--- src/rtl/operand_stage_pkg.sv ---
// Shared types and width helpers for the operand stage.
package operand_stage_pkg;

   localparam int unsigned DEF_DATA_WIDTH_POW = 6;
   localparam int unsigned REG_ADDR_W         = 5;

   function automatic int unsigned data_width(input int unsigned pow);
      return 32'd1 << pow;
   endfunction

   localparam int unsigned DATA_WIDTH = data_width(DEF_DATA_WIDTH_POW);

   // Control half of the registered bundle; operands sit beside it because
   // their width follows the module parameter.
   typedef struct packed {
      logic [REG_ADDR_W-1:0] rd;
      logic                  reg_write;
      logic                  mem_read;
   } operand_bundle_t;

   typedef enum logic {StEmpty, StFull} stage_state_e;

endpackage

--- src/rtl/operand_stage_if.sv ---
// Upstream/downstream/bypass signal bundle of the operand stage.
interface operand_stage_if import operand_stage_pkg::*; #(
   parameter int unsigned DATA_WIDTH_POW = DEF_DATA_WIDTH_POW
) ();
   localparam int unsigned Dw = data_width(DATA_WIDTH_POW);

   logic                  inst_valid_in;
   logic                  inst_ready_out;
   logic [REG_ADDR_W-1:0] rs1_in;
   logic [REG_ADDR_W-1:0] rs2_in;
   logic [REG_ADDR_W-1:0] rd_in;
   logic                  regWrite_in;
   logic                  memRead_in;
   logic [Dw-1:0]         rs1Data_in;
   logic [Dw-1:0]         rs2Data_in;
   logic [REG_ADDR_W-1:0] exRd_in;
   logic                  exRegWrite_in;
   logic                  exMemRead_in;
   logic [Dw-1:0]         exResult_in;
   logic [REG_ADDR_W-1:0] wbRd_in;
   logic                  wbRegWrite_in;
   logic [Dw-1:0]         wbData_in;
   logic                  flush_in;
   logic                  ready_in;
   logic                  valid_out;
   logic [Dw-1:0]         op1_out;
   logic [Dw-1:0]         op2_out;
   logic [REG_ADDR_W-1:0] rd_out;
   logic                  regWrite_out;
   logic                  memRead_out;

   modport master (
      output inst_valid_in, rs1_in, rs2_in, rd_in, regWrite_in, memRead_in,
             rs1Data_in, rs2Data_in, exRd_in, exRegWrite_in, exMemRead_in, exResult_in,
             wbRd_in, wbRegWrite_in, wbData_in, flush_in, ready_in,
      input  inst_ready_out, valid_out, op1_out, op2_out, rd_out, regWrite_out, memRead_out
   );

   modport slave (
      input  inst_valid_in, rs1_in, rs2_in, rd_in, regWrite_in, memRead_in,
             rs1Data_in, rs2Data_in, exRd_in, exRegWrite_in, exMemRead_in, exResult_in,
             wbRd_in, wbRegWrite_in, wbData_in, flush_in, ready_in,
      output inst_ready_out, valid_out, op1_out, op2_out, rd_out, regWrite_out, memRead_out
   );
endinterface

--- src/rtl/operand_fwd_mux.sv ---
// Per-source operand select and RAW stall detection.
// OPERAND_FORWARD_EN enables EX/WB bypass; otherwise any RAW match stalls.
module operand_fwd_mux import operand_stage_pkg::*; #(
   parameter int unsigned Dw = DATA_WIDTH
) (
   input  logic [REG_ADDR_W-1:0] rs_i,
   input  logic [Dw-1:0]         rf_data_i,
   input  logic [REG_ADDR_W-1:0] ex_rd_i,
   input  logic                  ex_reg_write_i,
   input  logic                  ex_mem_read_i,
   input  logic [Dw-1:0]         ex_result_i,
   input  logic [REG_ADDR_W-1:0] wb_rd_i,
   input  logic                  wb_reg_write_i,
   input  logic [Dw-1:0]         wb_data_i,
   output logic [Dw-1:0]         data_o,
   output logic                  stall_o
);
   logic rs_zero, ex_hit, wb_hit;

   assign rs_zero = (rs_i == '0);
   assign ex_hit  = !rs_zero && ex_reg_write_i && (ex_rd_i == rs_i);
   assign wb_hit  = !rs_zero && wb_reg_write_i && (wb_rd_i == rs_i);

`ifdef OPERAND_FORWARD_EN
   always_comb begin
      data_o  = rf_data_i;
      stall_o = ex_hit && ex_mem_read_i;
      if (rs_zero) begin
         data_o = '0;
      end else if (ex_hit && !ex_mem_read_i) begin
         data_o = ex_result_i;
      end else if (wb_hit) begin
         // Register file returns the old value during its write cycle.
         data_o = wb_data_i;
      end
   end
`else
   logic unused_bypass;
   assign unused_bypass = ^{ex_mem_read_i, ex_result_i, wb_data_i};

   always_comb begin
      data_o  = rs_zero ? '0 : rf_data_i;
      stall_o = ex_hit || wb_hit;
   end
`endif

endmodule

--- src/rtl/operand_stage.sv ---
// Operand-fetch pipeline stage: bypass selection, hazard stall, one-entry output register.
// Build option OPERAND_FORWARD_EN enables EX/WB forwarding (see operand_fwd_mux).
module operand_stage import operand_stage_pkg::*; #(
   parameter int unsigned DATA_WIDTH_POW = DEF_DATA_WIDTH_POW
) (
   input  logic            clk_in,
   input  logic            reset,
   operand_stage_if.slave  bus
);
   localparam int unsigned Dw = data_width(DATA_WIDTH_POW);

   logic [Dw-1:0]   fwd1, fwd2;
   logic            haz1, haz2;
   logic            hazard, valid, ready, accept;
   stage_state_e    state_q, state_d;
   logic [Dw-1:0]   op1_q, op1_d, op2_q, op2_d;
   operand_bundle_t ctrl_q, ctrl_d;

   operand_fwd_mux #(.Dw(Dw)) u_fwd_rs1 (
      .rs_i           (bus.rs1_in),
      .rf_data_i      (bus.rs1Data_in),
      .ex_rd_i        (bus.exRd_in),
      .ex_reg_write_i (bus.exRegWrite_in),
      .ex_mem_read_i  (bus.exMemRead_in),
      .ex_result_i    (bus.exResult_in),
      .wb_rd_i        (bus.wbRd_in),
      .wb_reg_write_i (bus.wbRegWrite_in),
      .wb_data_i      (bus.wbData_in),
      .data_o         (fwd1),
      .stall_o        (haz1)
   );

   operand_fwd_mux #(.Dw(Dw)) u_fwd_rs2 (
      .rs_i           (bus.rs2_in),
      .rf_data_i      (bus.rs2Data_in),
      .ex_rd_i        (bus.exRd_in),
      .ex_reg_write_i (bus.exRegWrite_in),
      .ex_mem_read_i  (bus.exMemRead_in),
      .ex_result_i    (bus.exResult_in),
      .wb_rd_i        (bus.wbRd_in),
      .wb_reg_write_i (bus.wbRegWrite_in),
      .wb_data_i      (bus.wbData_in),
      .data_o         (fwd2),
      .stall_o        (haz2)
   );

   always_comb begin
      hazard  = haz1 || haz2;
      valid   = (state_q == StFull);
      ready   = !hazard && (!valid || bus.ready_in) && !bus.flush_in;
      accept  = bus.inst_valid_in && ready;
      state_d = state_q;
      op1_d   = op1_q;
      op2_d   = op2_q;
      ctrl_d  = ctrl_q;
      if (accept) begin
         op1_d  = fwd1;
         op2_d  = fwd2;
         ctrl_d = '{rd: bus.rd_in, reg_write: bus.regWrite_in, mem_read: bus.memRead_in};
      end
      unique case (state_q)
         StEmpty: if (accept) state_d = StFull;
         StFull: begin
            // Flush beats accept and stall; a hazard with ready_in leaves a bubble.
            if (bus.flush_in)                  state_d = StEmpty;
            else if (!accept && bus.ready_in)  state_d = StEmpty;
         end
         default: state_d = StEmpty;
      endcase
   end

   always_ff @(posedge clk_in or posedge reset) begin
      if (reset) begin
         state_q <= StEmpty;
         op1_q   <= '0;
         op2_q   <= '0;
         ctrl_q  <= '0;
      end else begin
         state_q <= state_d;
         op1_q   <= op1_d;
         op2_q   <= op2_d;
         ctrl_q  <= ctrl_d;
      end
   end

   assign bus.inst_ready_out = ready;
   assign bus.valid_out      = valid;
   assign bus.op1_out        = op1_q;
   assign bus.op2_out        = op2_q;
   assign bus.rd_out         = ctrl_q.rd;
   assign bus.regWrite_out   = ctrl_q.reg_write;
   assign bus.memRead_out    = ctrl_q.mem_read;

endmodule

--- src/flat_wrapper.sv ---
// flat-port wrapper written by rule: the top's interface ports become plain ports
module operand_stage_flat import operand_stage_pkg::*;
#(
   parameter int unsigned DATA_WIDTH_POW = DEF_DATA_WIDTH_POW
)
  (clk_in, reset, bus_inst_valid_in, bus_rs1_in, bus_rs2_in, bus_rd_in, bus_regWrite_in, bus_memRead_in, bus_rs1Data_in, bus_rs2Data_in, bus_exRd_in, bus_exRegWrite_in, bus_exMemRead_in, bus_exResult_in, bus_wbRd_in, bus_wbRegWrite_in, bus_wbData_in, bus_flush_in, bus_ready_in, bus_inst_ready_out, bus_valid_out, bus_op1_out, bus_op2_out, bus_rd_out, bus_regWrite_out, bus_memRead_out);
  operand_stage_if #(.DATA_WIDTH_POW(DATA_WIDTH_POW)) bus_i ();
  input  logic clk_in;
  input  logic reset;
  input wire logic [$bits(bus_i.inst_valid_in)-1:0] bus_inst_valid_in;
  input wire logic [$bits(bus_i.rs1_in)-1:0] bus_rs1_in;
  input wire logic [$bits(bus_i.rs2_in)-1:0] bus_rs2_in;
  input wire logic [$bits(bus_i.rd_in)-1:0] bus_rd_in;
  input wire logic [$bits(bus_i.regWrite_in)-1:0] bus_regWrite_in;
  input wire logic [$bits(bus_i.memRead_in)-1:0] bus_memRead_in;
  input wire logic [$bits(bus_i.rs1Data_in)-1:0] bus_rs1Data_in;
  input wire logic [$bits(bus_i.rs2Data_in)-1:0] bus_rs2Data_in;
  input wire logic [$bits(bus_i.exRd_in)-1:0] bus_exRd_in;
  input wire logic [$bits(bus_i.exRegWrite_in)-1:0] bus_exRegWrite_in;
  input wire logic [$bits(bus_i.exMemRead_in)-1:0] bus_exMemRead_in;
  input wire logic [$bits(bus_i.exResult_in)-1:0] bus_exResult_in;
  input wire logic [$bits(bus_i.wbRd_in)-1:0] bus_wbRd_in;
  input wire logic [$bits(bus_i.wbRegWrite_in)-1:0] bus_wbRegWrite_in;
  input wire logic [$bits(bus_i.wbData_in)-1:0] bus_wbData_in;
  input wire logic [$bits(bus_i.flush_in)-1:0] bus_flush_in;
  input wire logic [$bits(bus_i.ready_in)-1:0] bus_ready_in;
  output wire logic [$bits(bus_i.inst_ready_out)-1:0] bus_inst_ready_out;
  output wire logic [$bits(bus_i.valid_out)-1:0] bus_valid_out;
  output wire logic [$bits(bus_i.op1_out)-1:0] bus_op1_out;
  output wire logic [$bits(bus_i.op2_out)-1:0] bus_op2_out;
  output wire logic [$bits(bus_i.rd_out)-1:0] bus_rd_out;
  output wire logic [$bits(bus_i.regWrite_out)-1:0] bus_regWrite_out;
  output wire logic [$bits(bus_i.memRead_out)-1:0] bus_memRead_out;
  assign bus_i.inst_valid_in = bus_inst_valid_in;
  assign bus_i.rs1_in = bus_rs1_in;
  assign bus_i.rs2_in = bus_rs2_in;
  assign bus_i.rd_in = bus_rd_in;
  assign bus_i.regWrite_in = bus_regWrite_in;
  assign bus_i.memRead_in = bus_memRead_in;
  assign bus_i.rs1Data_in = bus_rs1Data_in;
  assign bus_i.rs2Data_in = bus_rs2Data_in;
  assign bus_i.exRd_in = bus_exRd_in;
  assign bus_i.exRegWrite_in = bus_exRegWrite_in;
  assign bus_i.exMemRead_in = bus_exMemRead_in;
  assign bus_i.exResult_in = bus_exResult_in;
  assign bus_i.wbRd_in = bus_wbRd_in;
  assign bus_i.wbRegWrite_in = bus_wbRegWrite_in;
  assign bus_i.wbData_in = bus_wbData_in;
  assign bus_i.flush_in = bus_flush_in;
  assign bus_i.ready_in = bus_ready_in;
  assign bus_inst_ready_out = bus_i.inst_ready_out;
  assign bus_valid_out = bus_i.valid_out;
  assign bus_op1_out = bus_i.op1_out;
  assign bus_op2_out = bus_i.op2_out;
  assign bus_rd_out = bus_i.rd_out;
  assign bus_regWrite_out = bus_i.regWrite_out;
  assign bus_memRead_out = bus_i.memRead_out;
  operand_stage #(.DATA_WIDTH_POW(DATA_WIDTH_POW)) u_core (.clk_in(clk_in), .reset(reset), .bus(bus_i));
endmodule
--- config.mk ---
export PLATFORM = sky130hd
export DESIGN_NAME = operand_stage_flat
export DESIGN_NICKNAME = d
export VERILOG_FILES = /design/src/rtl/operand_stage_pkg.sv /design/src/rtl/operand_stage_if.sv /design/src/rtl/operand_fwd_mux.sv /design/src/rtl/operand_stage.sv /design/src/flat_wrapper.sv
export SDC_FILE = /design/constraint.sdc
export NUM_CORES = 1
export LEC_CHECK = 0
export BUFFER_PORTS_ARGS = -buffer_cell sky130_fd_sc_hd__buf_2
export CAP_MARGIN = 25
export CORE_AREA = 4 4 163 165
export DETAILED_ROUTE_END_ITERATION = 8
export DIE_AREA = 0 0 167 169
export PLACE_DENSITY = 0.57
export SLEW_MARGIN = 10
export SYNTH_ARGS = -nofsm -noshare
export SYNTH_HDL_FRONTEND = slang
export SYNTH_HIERARCHICAL = 1
export SYNTH_SLANG_ARGS = --single-unit
--- constraint.sdc ---
create_clock -name clk_in -period 4.45 [get_ports clk_in]
set_input_delay 0.6675 -clock clk_in [delete_from_list [all_inputs] [get_ports clk_in]]
set_output_delay 0.6675 -clock clk_in [all_outputs]
set_load 0.02 [all_outputs]
==> results_dict.tcl <==
set metrics [dict create \
    ctsHtreeMaxLevel 4 \
    cts_tree "yes" \
    place.gp.congestion 0.7808 \
    die_h_um 169 \
    ctsRootBufferMaster "clkbuf_16" \
    syn-num-nets 758 \
    synthToLayoutAreaGrowth_pct 38.28 \
    slowest_delay_ps 570 \
    post-route-min-period_ps 3213 \
    total_power_uw 4269 \
    setup_viol 0 \
    p_leak_uw 0.004147 \
    cp_max_fo 109 \
    arrival_ps 3500 \
    ir_drop_mv 0.1887 \
    hold_buffers 0 \
    diodes 0 \
    wirelength_um 17400 \
    cpMaxStageDelayCell "or4_1" \
    final_core_util 0.3439 \
    cts.repair.resized 0 \
    syn_inst 467 \
    ys_top_cells_by_area "dfrtp_1, mux2_2, nor2b_1, mux2_1, xor2_1" \
    max_freq_mhz 311.2 \
    grt_overflow 0 \
    rsz0062_at_grt "no" \
    io_buffers 298 \
    numCtsBuffers 17 \
    drv_slew 0 \
    wl_per_cell_um 15.74 \
    clk_pin_slew_ps 60 \
    postSynth.asyncResetShare 1.000 \
    drc 0 \
    die_x_um 167 \
    status "finished clean" \
    track_usage 0.1230 \
    hold_violations 0 \
    yosys_register_bits 136 \
    cts_buffer_depth 2 \
    antenna_found_initial 2 \
    dpl.hpwl_um 12300 \
    detailroute.via_count 4563 \
    pin_count 428 \
    p_per_area_nw_per_um2 495.8 \
    synthFlopType "dfrtp_1" \
    max_cap_violations 0 \
    post_synth.cell_area_avg_um2 13.33 \
    dieArea_um2 28220 \
    yosys.area.top_type "dfrtp_1" \
    initialDrtViolationCount 134 \
    synth.most_common_cell "dfrtp_1" \
    ys_seq_area_frac 0.5466 \
    rows 58 \
    synth_top_area_share 0.5466 \
    worst_setup_path_end_kind "flop" \
    nets 1053 \
    slew_headroom 0.3893 \
    clock_sinks 136 \
    ys_warn_count 6 \
    path_cells "buf_2 > or4_1 > nor2_4 > a21oi_1 > nor4b_2 > nand2_8 > buf_4 > mux2_2" \
    synth_edf_count 0 \
    grt_max_degree 110 \
    grt_pass1_vias 4958 \
    place_ws_ps 843.2 \
    start_kind "input pin" \
    worstMarginPinSlew_ps 916.1 \
    final.fill_count 2582 \
    post-cts-setup-buffers 0 \
    first_pass_iters 4 \
    worstPathRequired_ps 4740 \
    setup_tns_ps 0 \
    fin_crit_sh 0.7221 \
    vias_per_cell 4.129 \
    initial_core_util 0.2487 \
    clock_latency_ps 410 \
    syn-cell-area_um2 6226 \
    hold_class "in -> async" \
    postRouteAntennaNets 0 \
    fin_ws_ps 1237 \
    grt_pass1_wl_um 27570 \
    synthTopCellsByCount "dfrtp_1, nor2b_1, mux2_2, mux2_1, xor2_1" \
    drive_above_1_share 0.5639 \
    skew_ps 8.596 \
    core_um2 25040 \
    crit_type "in -> reg" \
    synth_cell_types 20 \
]
[worst paths after layout]
kind | from | to | slack, ps | cells after the start
max in group asynchronous | reset | u_core/bus.op2_out[42] | 3130 | 3
max reg2reg | u_core/bus.valid_out | u_core/bus.op1_out[31] | 2290 | 4
min | reset | u_core/bus.op1_out[51] | 460 | 2
max | bus_rs2_in[0] | u_core/bus.op1_out[31] | 1240 | 8
min in group clk_in | u_core/bus.op2_out[55] | u_core/bus.op2_out[55] | 490 | 1
min reg2reg | u_core/bus.op2_out[55] | u_core/bus.op2_out[55] | 490 | 1
[cells in the final DEF, fill, tap and decap left out]
cell,n
a21oi_1,2
a22oi_1,1
buf_2,298
buf_4,6
bufinv_16,2
clkbuf_16,17
clkbuf_8,1
clkinv_4,2
clkinvlp_4,4
dfrtp_1,136
inv_6,6
inv_8,1
mux2_1,39
mux2_2,96
nand2_8,1
nand2b_1,1
nand3_1,4
nor2_4,2
nor2b_1,128
nor4_1,4
nor4b_1,1
nor4b_2,1
or4_1,2
xnor2_1,4
xor2_1,16
[layout make-up]
type / instances / area [um^2] / area share
flip-flops and latches: 136 / 3403 / 0.3953
multi-input cells: 302 / 2646 / 0.3074
repair buffers: 304 / 1536 / 0.1785
well taps: 330 / 412.9 / 0.04796
inverters: 1 / 8.758 / 0.001017
clock buffers: 18 / 439.2 / 0.05101
clock inverters: 14 / 162.7 / 0.01889
[worst max-delay path: cells and delay by family]
kind	cells	cell delay, ps
simple gates	4	1740
mux	1	290
buf+inv	2	580
compound gates	1	70
[sequential cells by signal (all words and copies together), names as in the netlist]
register and count:
u_core/bus.valid_out 1, u_core/bus.memRead_out 1, u_core/bus.regWrite_out 1, u_core/bus.op2_out 64
u_core/bus.rd_out 5, u_core/bus.op1_out 64
[logic make-up after synthesis]
logic type,share of synthesized area
simple gates,0.1453
flops,0.5466
mux,0.2442
buf+inv,0.03296
xor+xnor,0.02813
compound gates,0.002814
[where the power goes]
part | internal [uW] | switching [uW] | leakage, uW
registers | 1520 | 130 | 0.00161
clock network | 856 | 595 | 0.000282
logic | 492 | 681 | 0.00225
total | 2860 | 1410 | 0.00415
[metrics by stage]
stage               instances  cell area (um^2)  hold slack, ps
floorplan                 467              6226           611.5
global placement         1073              8008           469.1
detailed placement       1073              8008           475.4
CTS                      1105              8610           459.6
global route             1105              8610           466.8
finish                   1105              8610           456.1
[routing by layer]
metal | wire length, um | share of wire | vias to the layer above | track usage
met1 | 7313 | 0.42 | 2215 | 0.1483
met3 | 1349 | 0.078 | 16 | 0.04531
li1 | - | - | 2153 | -
met5 | 34 | 0.0020 | - | 0
met2 | 8519 | 0.49 | 175 | 0.2071
met4 | 180 | 0.010 | 4 | 0.03557
Power figures use the tool's default switching activity.
